==> config.mk <==
export PLATFORM = sky130hd
export DESIGN_NAME = if_stage
export DESIGN_NICKNAME = d
export VERILOG_FILES = /design/src/rtl/if_stage.sv
export SDC_FILE = /design/constraint.sdc
export NUM_CORES = 1
export LEC_CHECK = 0
export CAP_MARGIN = 15
export CORE_MARGIN = 8
export CORE_UTILIZATION = 55
export CTS_CLUSTER_DIAMETER = 200
export DETAILED_ROUTE_END_ITERATION = 10
export PLACE_DENSITY = 0.81
export SLEW_MARGIN = 20
export SYNTH_ARGS = -nofsm -noshare
export SYNTH_HDL_FRONTEND = slang
export SYNTH_SLANG_ARGS = --single-unit
==> constraint.sdc <==
create_clock -name clk -period 4.97 [get_ports clk]
set_input_delay 1.491 -clock clk [delete_from_list [all_inputs] [get_ports clk]]
set_output_delay 1.491 -clock clk [all_outputs]
set_load 0.005 [all_outputs]
==> src/rtl/if_stage.sv <==
// Instruction fetch stage: issues word fetches to instruction memory and hands
// fetched instructions to IF/ID through a one-entry output buffer plus one pending slot.
module if_stage #(
    parameter logic [31:0] RESET_PC = 32'h00000060
) (
    input  logic        clk,
    input  logic        rst,
    output logic        imem_read,
    output logic [31:0] imem_address,
    input  logic        imem_resp,
    input  logic [31:0] imem_rdata,
    input  logic        stall,
    input  logic        redirect,
    input  logic [31:0] redirect_pc,
    output logic        instr_valid,
    output logic [31:0] pc_out,
    output logic [31:0] instr_out
);

    typedef enum logic [1:0] {
        S_FETCH   = 2'd0,
        S_HOLD    = 2'd1,
        S_DISCARD = 2'd2
    } state_t;

    state_t      r_state;
    logic [31:0] r_pc;
    logic [31:0] r_discard_addr;
    logic [31:0] r_pend_pc;
    logic [31:0] r_pend_instr;
    logic        r_valid;
    logic [31:0] r_pc_q;
    logic [31:0] r_instr_q;

    logic        w_consume;
    logic        w_free;
    logic        w_load;
    logic [31:0] w_load_pc;
    logic [31:0] w_load_instr;
    logic [31:0] w_pc_inc;
    logic [31:0] w_pend_inc;

    assign w_consume  = r_valid & ~stall;
    assign w_free     = ~r_valid | w_consume;
    assign w_pc_inc   = r_pc + 32'd4;
    assign w_pend_inc = r_pend_pc + 32'd4;

    assign instr_valid = r_valid;
    assign pc_out      = r_pc_q;
    assign instr_out   = r_instr_q;

    // Memory request: a request stays up (at a stable address) until its response arrives.
    always_comb begin
        imem_read    = 1'b0;
        imem_address = r_pc;
        case (r_state)
            S_FETCH: begin
                imem_read    = rst;
                imem_address = r_pc;
            end
            S_HOLD: begin
                imem_read    = 1'b0;
                imem_address = r_pc;
            end
            S_DISCARD: begin
                imem_read    = rst;
                imem_address = r_discard_addr;
            end
            default: begin
                imem_read    = 1'b0;
                imem_address = r_pc;
            end
        endcase
    end

    // Output buffer load source: fresh response in FETCH, pending slot in HOLD.
    always_comb begin
        w_load       = 1'b0;
        w_load_pc    = r_pc;
        w_load_instr = imem_rdata;
        case (r_state)
            S_FETCH: begin
                w_load       = imem_resp & ~redirect & w_free;
                w_load_pc    = r_pc;
                w_load_instr = imem_rdata;
            end
            S_HOLD: begin
                w_load       = w_consume;
                w_load_pc    = r_pend_pc;
                w_load_instr = r_pend_instr;
            end
            S_DISCARD: begin
                w_load       = 1'b0;
                w_load_pc    = r_pc;
                w_load_instr = imem_rdata;
            end
            default: begin
                w_load       = 1'b0;
                w_load_pc    = r_pc;
                w_load_instr = imem_rdata;
            end
        endcase
    end

    // Fetch FSM, PC, pending slot and output buffer.
    always_ff @(posedge clk) begin
        if (!rst) begin
            r_state        <= S_FETCH;
            r_pc           <= RESET_PC;
            r_discard_addr <= 32'd0;
            r_pend_pc      <= 32'd0;
            r_pend_instr   <= 32'd0;
            r_valid        <= 1'b0;
            r_pc_q         <= 32'd0;
            r_instr_q      <= 32'd0;
        end else begin
            case (r_state)
                S_FETCH: begin
                    if (imem_resp && !redirect) begin
                        if (w_free) begin
                            r_pc <= w_pc_inc;
                        end else begin
                            r_pend_pc    <= r_pc;
                            r_pend_instr <= imem_rdata;
                            r_state      <= S_HOLD;
                        end
                    end else if (imem_resp && redirect) begin
                        r_pc <= redirect_pc;
                    end else if (redirect) begin
                        r_discard_addr <= r_pc;
                        r_pc           <= redirect_pc;
                        r_state        <= S_DISCARD;
                    end else begin
                        r_pc <= r_pc;
                    end
                end
                S_HOLD: begin
                    if (redirect) begin
                        r_pc    <= redirect_pc;
                        r_state <= S_FETCH;
                    end else if (w_consume) begin
                        r_pc    <= w_pend_inc;
                        r_state <= S_FETCH;
                    end else begin
                        r_state <= S_HOLD;
                    end
                end
                S_DISCARD: begin
                    if (redirect) begin
                        r_pc <= redirect_pc;
                    end else begin
                        r_pc <= r_pc;
                    end
                    if (imem_resp) begin
                        r_state <= S_FETCH;
                    end else begin
                        r_state <= S_DISCARD;
                    end
                end
                default: begin
                    r_state <= S_FETCH;
                end
            endcase

            // A redirect flushes the buffer even if something would load this cycle.
            if (redirect) begin
                r_valid <= 1'b0;
            end else if (w_load) begin
                r_valid   <= 1'b1;
                r_pc_q    <= w_load_pc;
                r_instr_q <= w_load_instr;
            end else if (w_consume) begin
                r_valid <= 1'b0;
            end else begin
                r_valid <= r_valid;
            end
        end
    end

endmodule

==> summary.md <==
| Metric | Value |
|---|---|
| Cell Rows | `50` |
| Grt total ovfl | `0` |
| Vias per cell | `6.11` |
| Max_slew headroom | `33.8%` |
| CTS buffer count | `17` |
| VDD IR max | `256 uV` |
| Status | `complete, no violations` |
| Arrival time at the worst endpoint | `2.89 ns` |
| Reg power frac | `44.6%` |
| Sw frac | `31.9%` |
| Initial antenna violation count | `0` |
| Yosys reg bits | `195` |
| Core region area | `18800 um2` |
| Hold buffers post-CTS | `0` |
| Drt drc | `0` |
| Pwr Density | `315 nW/um2` |
| Worst Hold Depth | `2` |
| Leakage | `4.19 nW` |
| Largest net degree at the start of global routing | `127` |
| CTS tree | `done` |
| Synth warn | `0` |
| FFs w/ async S/R, synth | `0%` |
| Worst Setup Start Kind | `flop` |
| Io pins | `167` |
| Final Net Count | `1508` |
| Post-Route Skew | `0.0116 ns` |
| Tmin final | `4.38 ns` |
| DP Worst Slack | `0.802 ns` |
| Number of post-CTS setup repair buffers | `0` |
| Post-Syn Area | `10600 um2` |
| Internal reg-to-reg setup slack | `1.70 ns` |
| Cell variety after synth | `67` |
| R2R depth | `8` |
| Slew Viols, Final | `0` |
| Final Hold Vio Count | `0` |
| H-tree depth | `4` |
| CP Cell Sequence | `inv_1 -> ha_2 -> buf_12 -> mux2_2 -> clkdlybuf4s50_1` |
| Starting Density | `56.2%` |
| Worst EP required | `3.48 ns` |
| RSZ-0062 raised after global routing | `no` |
| Crit path largest cell delay | `0.77 ns` |
| Diode count | `0` |
| Crit path max fanout | `42` |
| Die ar. | `23900 um2` |
| Max-Cap Viols | `0` |
| PostCTS Resize Cnt | `0` |
| CP endpoint kind | `output pin` |
| Synth Flop Type | `dfxtp_1` |
| Syn Inst Count | `1367` |
| RD Place Congestion | `0.958` |
| Crit path buf inv count | `3` |
| Delay-heaviest family, CP | `buffers and inverters` |
| CTS root buf | `clkbuf_16` |
| Total GRT Usage | `26.8%` |
| Area grow syn2layout | `21.1%` |
| Final setup margin | `0.586 ns` |
| WL per Instance | `19.3 um` |
| 1st-iter DRT viols | `1314` |
| Setup_tns | `0 ns` |
| Port-buffer cells | `166` |
| Die X | `155 um` |
| Comb pwr share | `20.0%` |
| P_sw | `1.29 mW` |
| WHS | `0.456 ns` |
| Pre-antenna DRT Iters | `5` |
| CP max stage cell | `ha_2` |
| Cell area after layout | `12800 um2` |
| Final setup fails | `0` |
| Stages on worst setup path | `5` |
| Clock power frac | `35.5%` |
| Worst min path class | `reg -> reg` |
| Global-route wire length before repair | `52100 um` |
| Internal | `2.75 mW` |
| Worst-margin pin slew | `0.993 ns` |
| CTS Sinks | `195` |
| Worst skew pair latency | `0.44 ns` |
| Post-Syn Nets | `1442` |
| Total number of vias | `10400` |
| Critical path type | `reg -> out` |
| Max Fclk | `0.228 GHz` |
| Detailed Route WL | `32900 um` |
| Vert. Die Dim | `155 um` |
| Post-synth EDFFs | `0` |
| Clock-pin slew on the worst setup and hold paths | `0.08 ns` |
| Area after DPL | `12200 um2` |
| Vias in the first global route | `9681` |
| Dpl hpwl | `21900 um` |
| Syn_area_per_cell | `7.75 um2` |
| Final period utilization | `88.2%` |
| Post-synthesis sequential area ratio | `36.9%` |
| Clock tree buffer depth | `2` |
| ANT nets after route | `0` |
| Layout cells sized above 1 | `7.47%` |
[synthesized netlist by cell type (10+ instances only)]
| cell | instances | share of area, % |
|---|---|---|
| a211oi_1 | 56 | 4.0 |
| a21oi_1 | 128 | 6.0 |
| a221oi_1 | 21 | 1.7 |
| a31oi_1 | 10 | 0.59 |
| and3_1 | 11 | 0.65 |
| and4_1 | 10 | 0.83 |
| buf_1 | 15 | 0.53 |
| buf_2 | 24 | 1.1 |
| clkbuf_1 | 91 | 3.2 |
| dfxtp_1 | 195 | 37 |
| inv_1 | 24 | 0.85 |
| mux2_2 | 38 | 4.0 |
| mux2i_1 | 60 | 5.7 |
| nand2_1 | 275 | 9.7 |
| nand3_1 | 38 | 1.8 |
| nand4_1 | 19 | 1.1 |
| nor2_1 | 98 | 3.5 |
| nor3_1 | 15 | 0.71 |
| o211ai_1 | 18 | 1.3 |
| o21ai_0 | 76 | 3.6 |
| xnor2_1 | 25 | 2.1 |
| xor2_1 | 15 | 1.2 |
[area by class of cell]
cell class	instances	area, um2
multi-input cells	1009	6040
fillers	1573	6010
flip-flops and latches	195	3900
repair buffers	185	1840
clock buffers	17	425
well taps	260	325
clock inverters	15	186
inverters	25	96.3
[kinds of logic (layout without fill, tap and decap cells)]
group | after synthesis | after routing | synth area share, %
AND/OR/NAND/NOR | 500 | 500 | 20.9
AO/OA/AOI/OAI | 365 | 365 | 22.0
flip-flops | 195 | 195 | 36.9
buffers and inverters | 163 | 242 | 6.43
multiplexers | 98 | 98 | 9.71
XOR/XNOR | 40 | 40 | 3.31
adder cells (fa/ha/maj) | 6 | 6 | 0.709
[power groups by stage]
stage	clock [mW]	combinational [mW]	sequential, mW
3_3_place_gp	0	0.784	1.82
3_5_place_dp	0	0.795	1.83
2_1_floorplan	0	0.513	1.74
5_1_grt	1.51	0.878	1.81
6_report	1.43	0.807	1.80
4_1_cts	1.44	0.803	1.79
[tightest hold or removal path, cell delays in order, from the launching register on]
cell and delay (ns):
dfxtp_1 0.31, nand2_1 0.05, a21oi_1 0.05
[per-layer routing]
metal	wire, um	up-vias	track usage [%]
li1	-	4987	-
met1	13900	4822	35.5
met2	14600	537	41.4
met3	3460	86	6.88
met4	940	0	9.47
met5	0	-	0
[cell usage in the layout, fill, tap and decap left out, types with 4 or more instances in the layout]
master           count
a31oi_1              9
nand2_1            275
nand3_1             38
xor2_1              15
a22oi_1              5
clkdlybuf4s50_1    165
and3_1              11
dfxtp_1            195
buf_4               15
nand2b_1             5
nor2_1              98
a221o_1              6
ha_1                 4
mux2_2              38
nor3_1              15
inv_8                4
inv_6                4
and4_1               9
xnor2_1             25
and2_1               5
a211oi_1            56
o211ai_1            18
nor4_1               4
clkbuf_16           17
o21ai_0             76
a21oi_1            128
inv_1               24
a221oi_1            20
nand4_1             19
mux2i_1             60
[state kept, by name (all words and copies together) (netlist names)]
register,count
instr_out,32
pc_out,32
r_discard_addr,32
r_pc,32
r_pend_instr,32
r_pend_pc,32
r_state,2
instr_valid,1
[through the flow]
step           util [%]  instances  total power [mW]
6_report           68.1       1706              4.04
5_1_grt            68.1       1706              4.20
4_1_cts            68.1       1706              4.04
3_5_place_dp       64.8       1674              2.62
3_3_place_gp       64.8       1674              2.61
2_1_floorplan         -       1367              2.25
[path summary, 6_finish.rpt]
| check | from | end |
|---|---|---|
| worst max-delay path | r_state[0] | imem_address[16] |
| worst min-delay path | r_discard_addr[10] | r_discard_addr[10] |
| worst max register to register | r_state[0] | pc_out[12] |
| worst min register to register | r_discard_addr[10] | r_discard_addr[10] |
Note: power is estimated with default switching activity, not from simulation.
==> edit 1, RTL diff (config.mk and constraints unchanged) <==
Re-encode `state_t` (3 states) as one-hot, 3 bits wide.
--- a/src/rtl/if_stage.sv
+++ b/src/rtl/if_stage.sv
@@ -19,6 +19,6 @@
 
-    typedef enum logic [1:0] {
-        S_FETCH   = 2'd0,
-        S_HOLD    = 2'd1,
-        S_DISCARD = 2'd2
+    typedef enum logic [2:0] {
+        S_FETCH   = 3'b001,
+        S_HOLD    = 3'b010,
+        S_DISCARD = 3'b100
     } state_t;
Function: same outputs for any inputs over 4 cycles, from zero or initial values and one cycle with rst low; so few cycles prove little.
==> edit 1 against the original RTL <==
Largest power group unchanged; highest routed layer unchanged; total power shrank 7.4%; combinational power shrank 28%; routed wire length shrank 8.5%; critical endpoint is now imem_address[24]; final area decreased by 6.3%; via count is 3.0% lower; sequential cell count rose by 1; worst setup slack got worse by 0.017 ns; area after synthesis shrank 7.3%.
==> edit 1: results (changes against the original RTL) <==
Post-synth EDFFs 0 (unchanged); post_cts resized 0 (unchanged); Hold Path Cell Cnt 2 (unchanged); Fillers 1527 (-2.9%); reg2reg start r_state[1]; gr usage total 26.37% (-0.43 points); global placer's final weighted congestion 0.9494 (-0.92%); clock skew 0.01184 ns (+0.0002753 ns); Layout Cells excl Fill 1680 (-1.5%); number of global-route vias before repair 9466 (-2.2%); clk slew on worst S/H paths 0.07 ns; sequential share of the synthesized area 39.98% (+3.1 points); port bufs 166 (unchanged); R2R Setup Slk 1.72 ns (+0.02 ns); diode count 0 (unchanged); Hold Path Sink r_pend_instr[24]; vias 10120 (-3.0%); setup bufs post-CTS 0 (unchanged); worst hold path class register to register; first-pass GRT wire length 48.27 mm (-7.4%); Distinct cells, synth 64 (-4.5%); share of layout cells above drive strength 1 5.445% (-2.0 points); placed insts 1648 (-1.6%); CTS Buffer Depth 2 (unchanged); Slew HR 33.02% (-0.81 points); most frequent cells after synthesis nand2_1, dfxtp_1, a21oi_1; dominant cells by area after synthesis dfxtp_1, nand2_1, a21oi_1; Routed WL 30.10 mm (-8.5%); syn_area_per_cell 7.222 µm² (-6.8%); clk_lat worst skew 0.44 ns (about the same); post-DP HPWL 19.69 mm (-10%); peak fanout along the critical path 23 (-45%); largest net degree at the start of global routing 94 (-26%); initial antenna violation count 0 (unchanged); worst hold start r_pend_instr[24]; top_reg_cell synth dfxtp_1; Arr. time, crit path 2.91 ns (+0.02 ns); R2R depth 7 (-1); status finished clean; CTS Buf Count 17 (unchanged); RR Endpoint r_pc[10]; leak pwr 4.172 nW (-0.53%); asr flop ratio synth 0% (unchanged); H-tree Lvls 4 (unchanged); syn nets 1430 (-0.83%); 1st-iter DRT viols 1198 (-8.8%); layout net count 1509 (+0.066%); maximum VDD drop 0.0002663 V (+4.0%)
## edit 1: changes by cell type after synthesis, sizes merged, moves of 9 or more
cell | unedited run | this run
nand2 | 275 | 440
a221oi | 21 | 5
mux2 | 38 | 2
a311oi | 0 | 57
o21ai | 76 | 45
and4 | 12 | 3
a211oi | 56 | 2
mux2i | 60 | 7
nand3 | 40 | 28
inv | 25 | 11
## edit 1: layout make-up
| class | count | area, µm² | share of cell area [%] |
|---|---|---|---|
| Clock inverter | 14 | 165.2 | 1.374 |
| Inverter | 11 | 43.79 | 0.3644 |
| Sequential cell | 196 | 3924 | 32.65 |
| Clock buffer | 18 | 439.2 | 3.654 |
| Timing Repair Buffer | 191 | 1869 | 15.55 |
| Multi-Input combinational cell | 1021 | 5290 | 44.02 |
| Tap cell | 229 | 286.5 | 2.384 |
## edit 1: worst max path at each step
stage                             to  slack (ns)        from  depth (start not counted)
global route        imem_address[24]        0.43  r_state[0]                          5
CTS                 imem_address[24]        0.58  r_state[0]                          5
floorplan                  imem_read        1.10         rst                          5
finish              imem_address[24]        0.57  r_state[0]                          5
detailed placement         imem_read        0.70         rst                          4
global placement           imem_read        0.69         rst                          4
## edit 1: power breakdown
part | total (mW) | switching, mW | internal (mW)
Clock | 1.41 | 0.643 | 0.770
Combinational | 0.580 | 0.299 | 0.281
Sequential | 1.75 | 0.106 | 1.64
## edit 1: critical path: stages, from the launching register on
cell and delay (ns):
dfxtp_1 0.56, or3b_1 0.85, buf_4 0.38, nand2_1 0.08, nand2_1 0.09, clkdlybuf4s50_1 0.51
## edit 1: cell families after synthesis
family / after synthesis / share of synthesized area, %
muxes: 9 / 0.9434
xor gates and xnor gates: 36 / 3.213
AOI/OAI and AO/OA: 318 / 21.05
adders and majority gates: 2 / 0.2549
buffers and inverters: 142 / 6.323
and+or+nand+nor: 656 / 28.24
DFF: 196 / 39.98
## edit 1: per-layer routing
metal / vias up / wire length (µm) / track usage [%]
met2: 501 / 13730 / 42.27
met3: 69 / 2788 / 5.231
met4: 0 / 881 / 11.61
met1: 4722 / 12700 / 33.79
li1: 4823 / - / -
met5: - / 0 / 0
## edit 1: through the flow
stage	hold slack [ns]	cell area [µm²]	setup WS (ns)	utilization, %	power [mW]
2_1_floorplan	0.4366	9814	1.096	-	2.071
4_1_cts	0.4561	12020	0.5774	67.83	3.747
3_3_place_gp	0.4414	11410	0.6886	64.42	2.340
3_5_place_dp	0.4467	11410	0.7019	64.42	2.353
5_1_grt	0.4704	12020	0.4318	67.83	3.892
6_report	0.4558	12020	0.5687	67.83	3.744
==> edit 2, RTL diff (same settings) <==
Without the edit above. Change the parameter `RESET_PC` from 32'h00000060 to 32'h00000048.
--- a/src/rtl/if_stage.sv
+++ b/src/rtl/if_stage.sv
@@ -3,3 +3,3 @@
 module if_stage #(
-    parameter logic [31:0] RESET_PC = 32'h00000060
+    parameter logic [31:0] RESET_PC = 32'h00000048
 ) (
Function: changed (a bounded check fails within 4 cycles, from zero or initial values and one cycle with rst low).
==> edit 2 against the original RTL <==
Worst hold slack better by 0.011 ns; area after synthesis up 4.0%; worst setup slack better by 0.15 ns; cell count up 1.1%; clock power about the same; fmax up 3.4%; synthesized cell count up 0.37%; routed wire length up 7.0%; sequential share of layout area down 1.2 points; register-to-register slack better by 0.30 ns; sequential cell count unchanged; final area up 4.0%; total power about the same; critical endpoint is now imem_address[2]; highest routed layer unchanged.
==> edit 2: results (changes against the original RTL) <==
Fillers 1643 (+4.5%); Distinct cells, synth 75 (+12%); post-DR wirelength/cell 20.40 µm (+5.8%); CTS Buffer Depth 2 (unchanged); global placer's final weighted congestion 1.003 (+4.7%); largest net degree at the start of global routing 200 (+57%); clk_lat worst skew 0.45 ns; port bufs 166 (unchanged); first-pass GRT wire length 55.13 mm (+5.8%); clk slew on worst S/H paths 0.08 ns (about the same); Synth warnings 0 (unchanged); DRT Pass-1 Iters 5 (unchanged); dominant cells by area after synthesis dfxtp_1, nand2_1, a21boi_0; layout net count 1522 (+0.93%); gr usage total 28.14% (+1.3 points); share of layout cells above drive strength 1 7.192% (-0.28 points); syn_area_per_cell 8.023 µm² (+3.6%); Setup Viol. Count Final 0 (unchanged); worst hold path class register to register; 1st-iter DRT viols 1101 (-16%); leak pwr 5.086 nW (+21%); CTS root buffer clkbuf_16; Place WS 0.9198 ns (+0.1180 ns); setup bufs post-CTS 0 (unchanged); maximum VDD drop 0.0002027 V (-21%); peak fanout along the critical path 53 (+26%); crit path max-delay cell type ha_2; initial antenna violation count 0 (unchanged); sequential share of the synthesized area 35.46% (-1.4 points); status finished clean; slowest cell delay on critical path 0.87 ns (+0.10 ns); diode count 0 (unchanged); H-tree Lvls 4 (unchanged); placed insts 1693 (+1.1%); CTS Buf Count 17 (unchanged); Largest delay share family, worst path adder cells; Worst Tran Pin Value 1.028 ns (+0.03508 ns); asr flop ratio synth 0% (unchanged); post-DR vias/cell 6.166 (+0.83%); clock skew 0.01320 ns (+0.001640 ns); post_cts resized 0 (unchanged); syn nets 1447 (+0.35%); Routed WL 35.20 mm (+7.0%); Synth top area share 35.46% (-1.4 points); number of global-route vias before repair 10240 (+5.7%); post-DP HPWL 23.61 mm (+7.9%); most frequent cells after synthesis nand2_1, dfxtp_1, clkbuf_1
-- edit 2: cell count changes in the layout (fill, tap and decap cells not counted), sizes merged, moves of 47 or more --
cell,before,now
nand2,275,334
o211a,2,65
a21boi,2,100
a211oi,56,9
nor2,98,30
a21oi,128,33
-- edit 2: worst paths after layout --
check	slack, ns	cells past startpoint	to	from
hold reg to reg	0.47	2	r_discard_addr[21]	r_discard_addr[21]
setup reg to reg	2.00	8	r_pc[10]	r_state[0]
setup / recovery	0.73	4	imem_address[2]	r_state[0]
hold / removal	0.47	2	r_discard_addr[21]	r_discard_addr[21]
-- edit 2: kinds of logic (layout without fill, tap and decap cells) --
| group | Yosys count | after routing | share of synthesized area, % |
|---|---|---|---|
| simple gates | 503 | 503 | 20.66 |
| flops | 195 | 195 | 35.46 |
| buf+inv | 163 | 251 | 5.808 |
| fa+ha+maj | 6 | 6 | 0.6820 |
| compound gates | 366 | 366 | 24.90 |
| xor+xnor | 42 | 42 | 3.342 |
| mux | 97 | 97 | 9.138 |
-- edit 2: worst min-delay path, delay by kind of cell, from the launching register on --
| kind | cells | cell delay (ns) |
|---|---|---|
| DFF | 1 | 0.31 |
| AOI/OAI and AO/OA | 1 | 0.06 |
| and+or+nand+nor | 1 | 0.04 |
-- edit 2: layout make-up --
| cell class | count | share of cell area, % |
|---|---|---|
| Clock buffer | 18 | 3.219 |
| Clock inverter | 14 | 1.361 |
| Inverter | 25 | 0.7040 |
| Multi-Input combinational cell | 1014 | 48.77 |
| Sequential cell | 195 | 29.28 |
| Tap cell | 265 | 2.487 |
| Timing Repair Buffer | 194 | 14.17 |
-- edit 2: routing by layer --
layer	vias up	global-route usage, %	part of all wire [%]	wire, µm
li1	5002	-	-	-
met1	4973	31.78	38	13540
met2	532	45.64	45	16010
met3	129	9.487	10	3678
met4	0	16.41	5.6	1964
met5	-	0	0	0
-- edit 2: per-stage QoR --
step	cell area [µm²]	hold slack [ns]
after floorplan	11010	0.4400
after global placement	12720	0.4481
after detailed placement	12720	0.4565
after CTS	13330	0.4680
after global routing	13330	0.4867
final	13330	0.4669
-- edit 2: power by group --
group	switching [mW]	internal, mW	total [mW]
sequential	0.138	1.65	1.79
combinational	0.413	0.411	0.824
clock	0.701	0.729	1.43
total	1.25	2.79	4.05
